<file path="src/rtl/mtr_drv_pwm.sv">
// mtr_drv_pwm: two-side complementary PWM with dead time, over-current blanking and sticky shutdown.
module mtr_drv_pwm #(
   parameter int NONOVERLAP = 32,
   parameter int OVR_BLANK  = 128,
   parameter int OVR_LIMIT  = 4
) (
   input  logic        clk,
   input  logic        rst_n,
   input  logic [11:0] lft_spd,
   input  logic [11:0] rght_spd,
   input  logic        OVR_I,
   output logic        lft_PWM1,
   output logic        lft_PWM2,
   output logic        rght_PWM1,
   output logic        rght_PWM2,
   output logic        PWM_synch,
   output logic        OVR_I_shtdwn
);
   logic [10:0]      cnt_q, cnt_d;
   logic [1:0][10:0] duty_q, duty_d;
   logic [1:0][5:0]  dead_q, dead_d;
   logic [1:0][11:0] spd;
   logic [1:0]       sig_q, sig_d, p1_q, p1_d, p2_q, p2_d, ovr_q;
   logic [7:0]       blank_q, blank_d;
   logic [3:0]       evt_q, evt_d;
   logic             flag_q, flag_d, synch_q, synch_d, shtdwn_q, shtdwn_d;
   logic             end_p, valid;

   assign spd   = {rght_spd, lft_spd};
   assign end_p = cnt_q == 11'h7FF;
   assign valid = ovr_q[1] && blank_q == 8'd0 && |{p1_q, p2_q};

   always_comb begin
      cnt_d   = cnt_q + 11'd1;
      synch_d = cnt_q == 11'd0;
      for (int i = 0; i < 2; i++) begin
         duty_d[i] = end_p ? 11'((spd[i] ^ 12'h800) >> 1) : duty_q[i];
         sig_d[i]  = cnt_q < duty_q[i];
         // a raw edge blanks both legs; the legs follow PWM_sig once the dead count is spent
         dead_d[i] = (sig_d[i] != sig_q[i]) ? 6'(NONOVERLAP) :
                     (dead_q[i] != 6'd0) ? dead_q[i] - 6'd1 : 6'd0;
         p2_d[i]   = sig_d[i] == sig_q[i] && dead_q[i] <= 6'd1 && !shtdwn_q && sig_q[i];
         p1_d[i]   = sig_d[i] == sig_q[i] && dead_q[i] <= 6'd1 && !shtdwn_q && !sig_q[i];
      end
      blank_d  = |({p1_d, p2_d} & ~{p1_q, p2_q}) ? 8'(OVR_BLANK) :
                 (blank_q != 8'd0) ? blank_q - 8'd1 : 8'd0;
      flag_d   = synch_d ? 1'b0 : flag_q | valid;
      evt_d    = !end_p ? evt_q : !flag_q ? 4'd0 :
                 (evt_q == 4'(OVR_LIMIT)) ? evt_q : evt_q + 4'd1;
      shtdwn_d = shtdwn_q || evt_d == 4'(OVR_LIMIT);
   end

   always_ff @(posedge clk or negedge rst_n) begin
      if (!rst_n) begin
         cnt_q    <= 11'd0;
         duty_q   <= {11'h400, 11'h400};
         dead_q   <= '0;
         sig_q    <= '0;
         p1_q     <= '0;
         p2_q     <= '0;
         ovr_q    <= '0;
         blank_q  <= 8'd0;
         evt_q    <= 4'd0;
         flag_q   <= 1'b0;
         synch_q  <= 1'b0;
         shtdwn_q <= 1'b0;
      end else begin
         cnt_q    <= cnt_d;
         duty_q   <= duty_d;
         dead_q   <= dead_d;
         sig_q    <= sig_d;
         p1_q     <= p1_d;
         p2_q     <= p2_d;
         ovr_q    <= {ovr_q[0], OVR_I};
         blank_q  <= blank_d;
         evt_q    <= evt_d;
         flag_q   <= flag_d;
         synch_q  <= synch_d;
         shtdwn_q <= shtdwn_d;
      end
   end

   assign lft_PWM1     = p1_q[0];
   assign lft_PWM2     = p2_q[0];
   assign rght_PWM1    = p1_q[1];
   assign rght_PWM2    = p2_q[1];
   assign PWM_synch    = synch_q;
   assign OVR_I_shtdwn = shtdwn_q;
endmodule

</file>
<file path="config.mk">
export PLATFORM = sky130hd
export DESIGN_NAME = mtr_drv_pwm
export DESIGN_NICKNAME = d
export VERILOG_FILES = /design/src/rtl/mtr_drv_pwm.sv
export SDC_FILE = /design/constraint.sdc
export NUM_CORES = 1
export LEC_CHECK = 0
export CORE_MARGIN = 5
export CORE_UTILIZATION = 40
export DETAILED_ROUTE_END_ITERATION = 12
export SLEW_MARGIN = 10
export SYNTH_ARGS = -nofsm -noshare
export SYNTH_HDL_FRONTEND = slang
export SYNTH_SLANG_ARGS = --single-unit
</file>
<file path="constraint.sdc">
create_clock -name clk -period 3.1 [get_ports clk]
set_clock_uncertainty 0.1 [all_clocks]
set_input_delay 0.62 -clock clk [delete_from_list [all_inputs] [get_ports clk]]
set_output_delay 0.62 -clock clk [all_outputs]
set_load 0.005 [all_outputs]
</file>
==> impl_metrics.yaml <==
run_status:
  outcome: "finished clean"
pwr:
  clock_power_share: 0.429
  p_int_mw: 1.28
  netSwitchingFraction: 0.218
  leakage_power_of_the_design_nw: 1.97
  sequentialPowerShare: 0.541
  power.share.combinational: 0.030
  power_density_nw_per_um2: 399
  total_power_mw: 1.64
  switching_power_uw: 358
  vdd_ir_drop_max_v: 0.000160
global_route:
  first_pass_grt_wire_length_um: 11600
  via_count_of_the_first_global_routing_pass: 2448
  grt_antenna_before_repair: 0
  global_route.usage.total: 0.130
  grt_max_degree: 43
  grt_overflow_total: 0
placement:
  replace_congestion: 0.765
  io_buffer_count: 30
  count_of_placed_standard_cells_including_taps: 478
  dpl.hpwl_um: 4840
worst_setup_path:
  critical_path_class: "register to register"
  cpLargestDelayFamily: "compound AO/OA/AOI/OAI gates"
  critical-path-slowest-cell: "sky130_fd_sc_hd__o41ai_4"
  crit_path_cell_trace: "inv_1 > ha_1 > nand4_1 > nor3_1 > a21oi_1 > and2_1 > o41ai_4 > nor4b_1"
  worst_setup_path_start_kind: "register"
  critPathBufInv: 1
  worst_setup_path_end_kind: "register"
  timing.critical_path.fanout_max: 8
  worst-endpoint-required_ns: 3.19
  slowest_delay_ns: 0.56
  cp_data_arrival_time_ns: 2.51
detailed_routing:
  num_vias: 2475
  drt_wl_total_um: 6510
  via_per_inst: 5.01
  detail_route.drc_violations: 0
  detail-route-antenna-nets: 0
  drt_pass1_iterations: 4
  first_iter_violations: 113
  avgRoutedWirePerCell_um: 13.2
clock_network:
  path_clk_slew_ns: 0.08
  cts_htree_levels: 3
  root_buffer: "sky130_fd_sc_hd__clkbuf_8"
  cts.hold.buffers_added: 0
  cts_buffer_depth: 2
  numCtsBuffers: 9
  insertion_delay_ns: 0.34
  cts.repair.resized: 0
  cts_tree: "done"
  numClockSinks: 68
  cts_post_setup_buffers_inserted: 0
layout:
  area.growth.synth_to_final_pct: 17.3
  fin_cells: 494
  final_nets: 438
  antennaDiodeCount: 0
  filler_instances: 823
  drive_gt1_frac: 0.0881
die:
  placeableCoreArea_um2: 8640
  die_area_um2: 10700
  ioPinCount: 33
  floorplan.die.height_um: 104
  rows: 34
  chipWidth_um: 104
  floorplan.initialDensity: 0.406
sta:
  setup_viols_final: 0
  final_critical_path_share_of_the_clock_period: 0.782
  report.final.slew_viol_count: 0
  rsz0062_at_grt: "false"
  worst_slew_margin_rel: 0.591
  max_freq_mhz: 412
  hold_violations: 0
  totalNegativeSetupSlack_ns: 0
  finalWorstPathRequiredPeriod_ns: 2.42
  worst-slew-pin-transition_ns: 0.614
logic_synthesis:
  mappedNetlistArea_um2: 3510
  postSynthCellCount: 347
  ys_types: 43
  synthesis.area_per_instance_um2: 10.1
  postSynthNetCount: 404
  synth_sequential_area_ratio: 0.486
  synth_seq_cells: 68
  ys_warn_count: 0
flow_run:
  drv_cap: 0
hold_path:
  hold_path_class: "input pin to asynchronous set/reset pin"
==> sequential cells by signal (all words and copies together), names as in the netlist, 2 cells and up <==
register / cells
duty_q: 22
dead_q: 12
cnt_q: 11
blank_q: 8
evt_q: 4
ovr_q: 2
p1_q: 2
p2_q: 2
sig_q: 2
==> cells in the mapped netlist, drive strengths merged <==
cell type,number,share of area
dfrtp,66,0.47
nand2,43,0.046
inv,33,0.035
ha,30,0.11
o21ai,26,0.037
nor2,19,0.022
a21oi,17,0.024
nor3,16,0.023
xnor2,14,0.035
nand3,9,0.013
a211oi,7,0.015
xor2,7,0.017
nand4,6,0.015
and2,5,0.0089
buf,5,0.0078
nor2b,5,0.0089
clkbuf,4,0.0043
nor4,4,0.011
o41ai,4,0.023
a211o,3,0.0075
and3,3,0.0057
nor4b,3,0.0075
and4,2,0.0061
dfstp,2,0.015
mux2,2,0.0064
nand2b,2,0.0036
nand3b,2,0.0043
nand4b,2,0.0050
a21boi,1,0.0021
a21o,1,0.0021
a31o,1,0.0025
a32o,1,0.0032
and4b,1,0.0029
or4,1,0.0021
==> cell type report <==
type	instances	area [um^2]	share of cell area
clock buffer	9	124	0.0301
timing repair buffer	32	323	0.0784
clock inverter	7	67.6	0.0164
inverter	33	124	0.0301
tap	108	135	0.0328
sequential	68	1700	0.414
multi-input combinational	237	1640	0.398
==> worst reg2reg max path: stages, from the launching register on <==
cell and delay, ns:
sky130_fd_sc_hd__dfstp_2 0.53, sky130_fd_sc_hd__inv_1 0.05, sky130_fd_sc_hd__ha_1 0.30, sky130_fd_sc_hd__nand4_1 0.09
sky130_fd_sc_hd__nor3_1 0.19, sky130_fd_sc_hd__a21oi_1 0.11, sky130_fd_sc_hd__and2_1 0.23, sky130_fd_sc_hd__o41ai_4 0.56
sky130_fd_sc_hd__nor4b_1 0.11
==> power groups by stage <==
stage          Combinational (mW)  Clock, mW  Sequential, mW
2_1_floorplan            0.000746          0           0.906
3_3_place_gp               0.0514          0           0.905
3_5_place_dp               0.0515          0           0.905
4_1_cts                    0.0517      0.724           0.888
5_1_grt                    0.0560      0.770           0.888
6_report                   0.0494      0.704           0.888
==> per-layer routing <==
| metal | wire length (um) | global-route usage | up-vias | share of wire |
|---|---|---|---|---|
| li1 | - | - | 1260 | - |
| met1 | 3170 | 0.181 | 1181 | 0.49 |
| met2 | 3070 | 0.196 | 23 | 0.47 |
| met3 | 134 | 0.0249 | 11 | 0.021 |
| met4 | 136 | 0.0611 | 0 | 0.021 |
| met5 | 0 | 0 | - | 0 |
==> logic make-up (layout without fill, tap and decap cells) <==
group | count (synthesis) | count (layout) | share of synthesized area
AO/OA/AOI/OAI | 61 | 61 | 0.117
XOR/XNOR | 21 | 21 | 0.0524
adder cells (fa/ha/maj) | 30 | 30 | 0.107
buffers and inverters | 42 | 81 | 0.0474
flip-flops | 68 | 68 | 0.486
multiplexers | 2 | 2 | 0.00642
AND/OR/NAND/NOR | 123 | 123 | 0.185
==> layout by cell type, fill, tap and decap left out, types with 3 or more instances in the layout <==
master / n
sky130_fd_sc_hd__dfrtp_1: 66
sky130_fd_sc_hd__nand2_1: 43
sky130_fd_sc_hd__inv_1: 33
sky130_fd_sc_hd__ha_1: 30
sky130_fd_sc_hd__clkdlybuf4s50_1: 29
sky130_fd_sc_hd__o21ai_0: 24
sky130_fd_sc_hd__nor2_1: 18
sky130_fd_sc_hd__a21oi_1: 17
sky130_fd_sc_hd__nor3_1: 16
sky130_fd_sc_hd__xnor2_1: 14
sky130_fd_sc_hd__nand3_1: 9
sky130_fd_sc_hd__clkbuf_8: 9
sky130_fd_sc_hd__xor2_1: 7
sky130_fd_sc_hd__a211oi_1: 7
sky130_fd_sc_hd__nor2b_1: 5
sky130_fd_sc_hd__and2_1: 5
sky130_fd_sc_hd__nand4_1: 5
sky130_fd_sc_hd__nor4b_1: 3
sky130_fd_sc_hd__a211o_1: 3
sky130_fd_sc_hd__clkinv_2: 3
sky130_fd_sc_hd__clkinvlp_4: 3
==> metrics by stage <==
| step | hold slack, ns | area [um^2] | setup WS [ns] | util |
|---|---|---|---|---|
| after floorplan | 0.224 | 3510 | 0.884 | - |
| after global routing | 0.229 | 4120 | 0.490 | 0.477 |
| after global placement | 0.235 | 3930 | 0.697 | 0.455 |
| after detailed placement | 0.241 | 3930 | 0.672 | 0.455 |
| final | 0.187 | 4120 | 0.675 | 0.477 |
| after CTS | 0.206 | 4120 | 0.634 | 0.477 |
==> final timing paths <==
kind	startpoint	end	slack (ns)	cells after the start
max in group asynchronous	rst_n	blank_q[2]$_DFF_PN0_	2.07	2
min in group clk	ovr_q[0]$_DFF_PN0_	ovr_q[1]$_DFF_PN0_	0.26	0
hold reg to reg	ovr_q[0]$_DFF_PN0_	ovr_q[1]$_DFF_PN0_	0.26	0
setup reg to reg	duty_q[21]$_DFFE_PN1N_	blank_q[0]$_DFF_PN0_	0.68	8
setup / recovery	duty_q[21]$_DFFE_PN1N_	blank_q[0]$_DFF_PN0_	0.68	8
hold / removal	rst_n	duty_q[11]$_DFFE_PN0N_	0.19	1
Note: power is estimated with default switching activity, not from simulation.
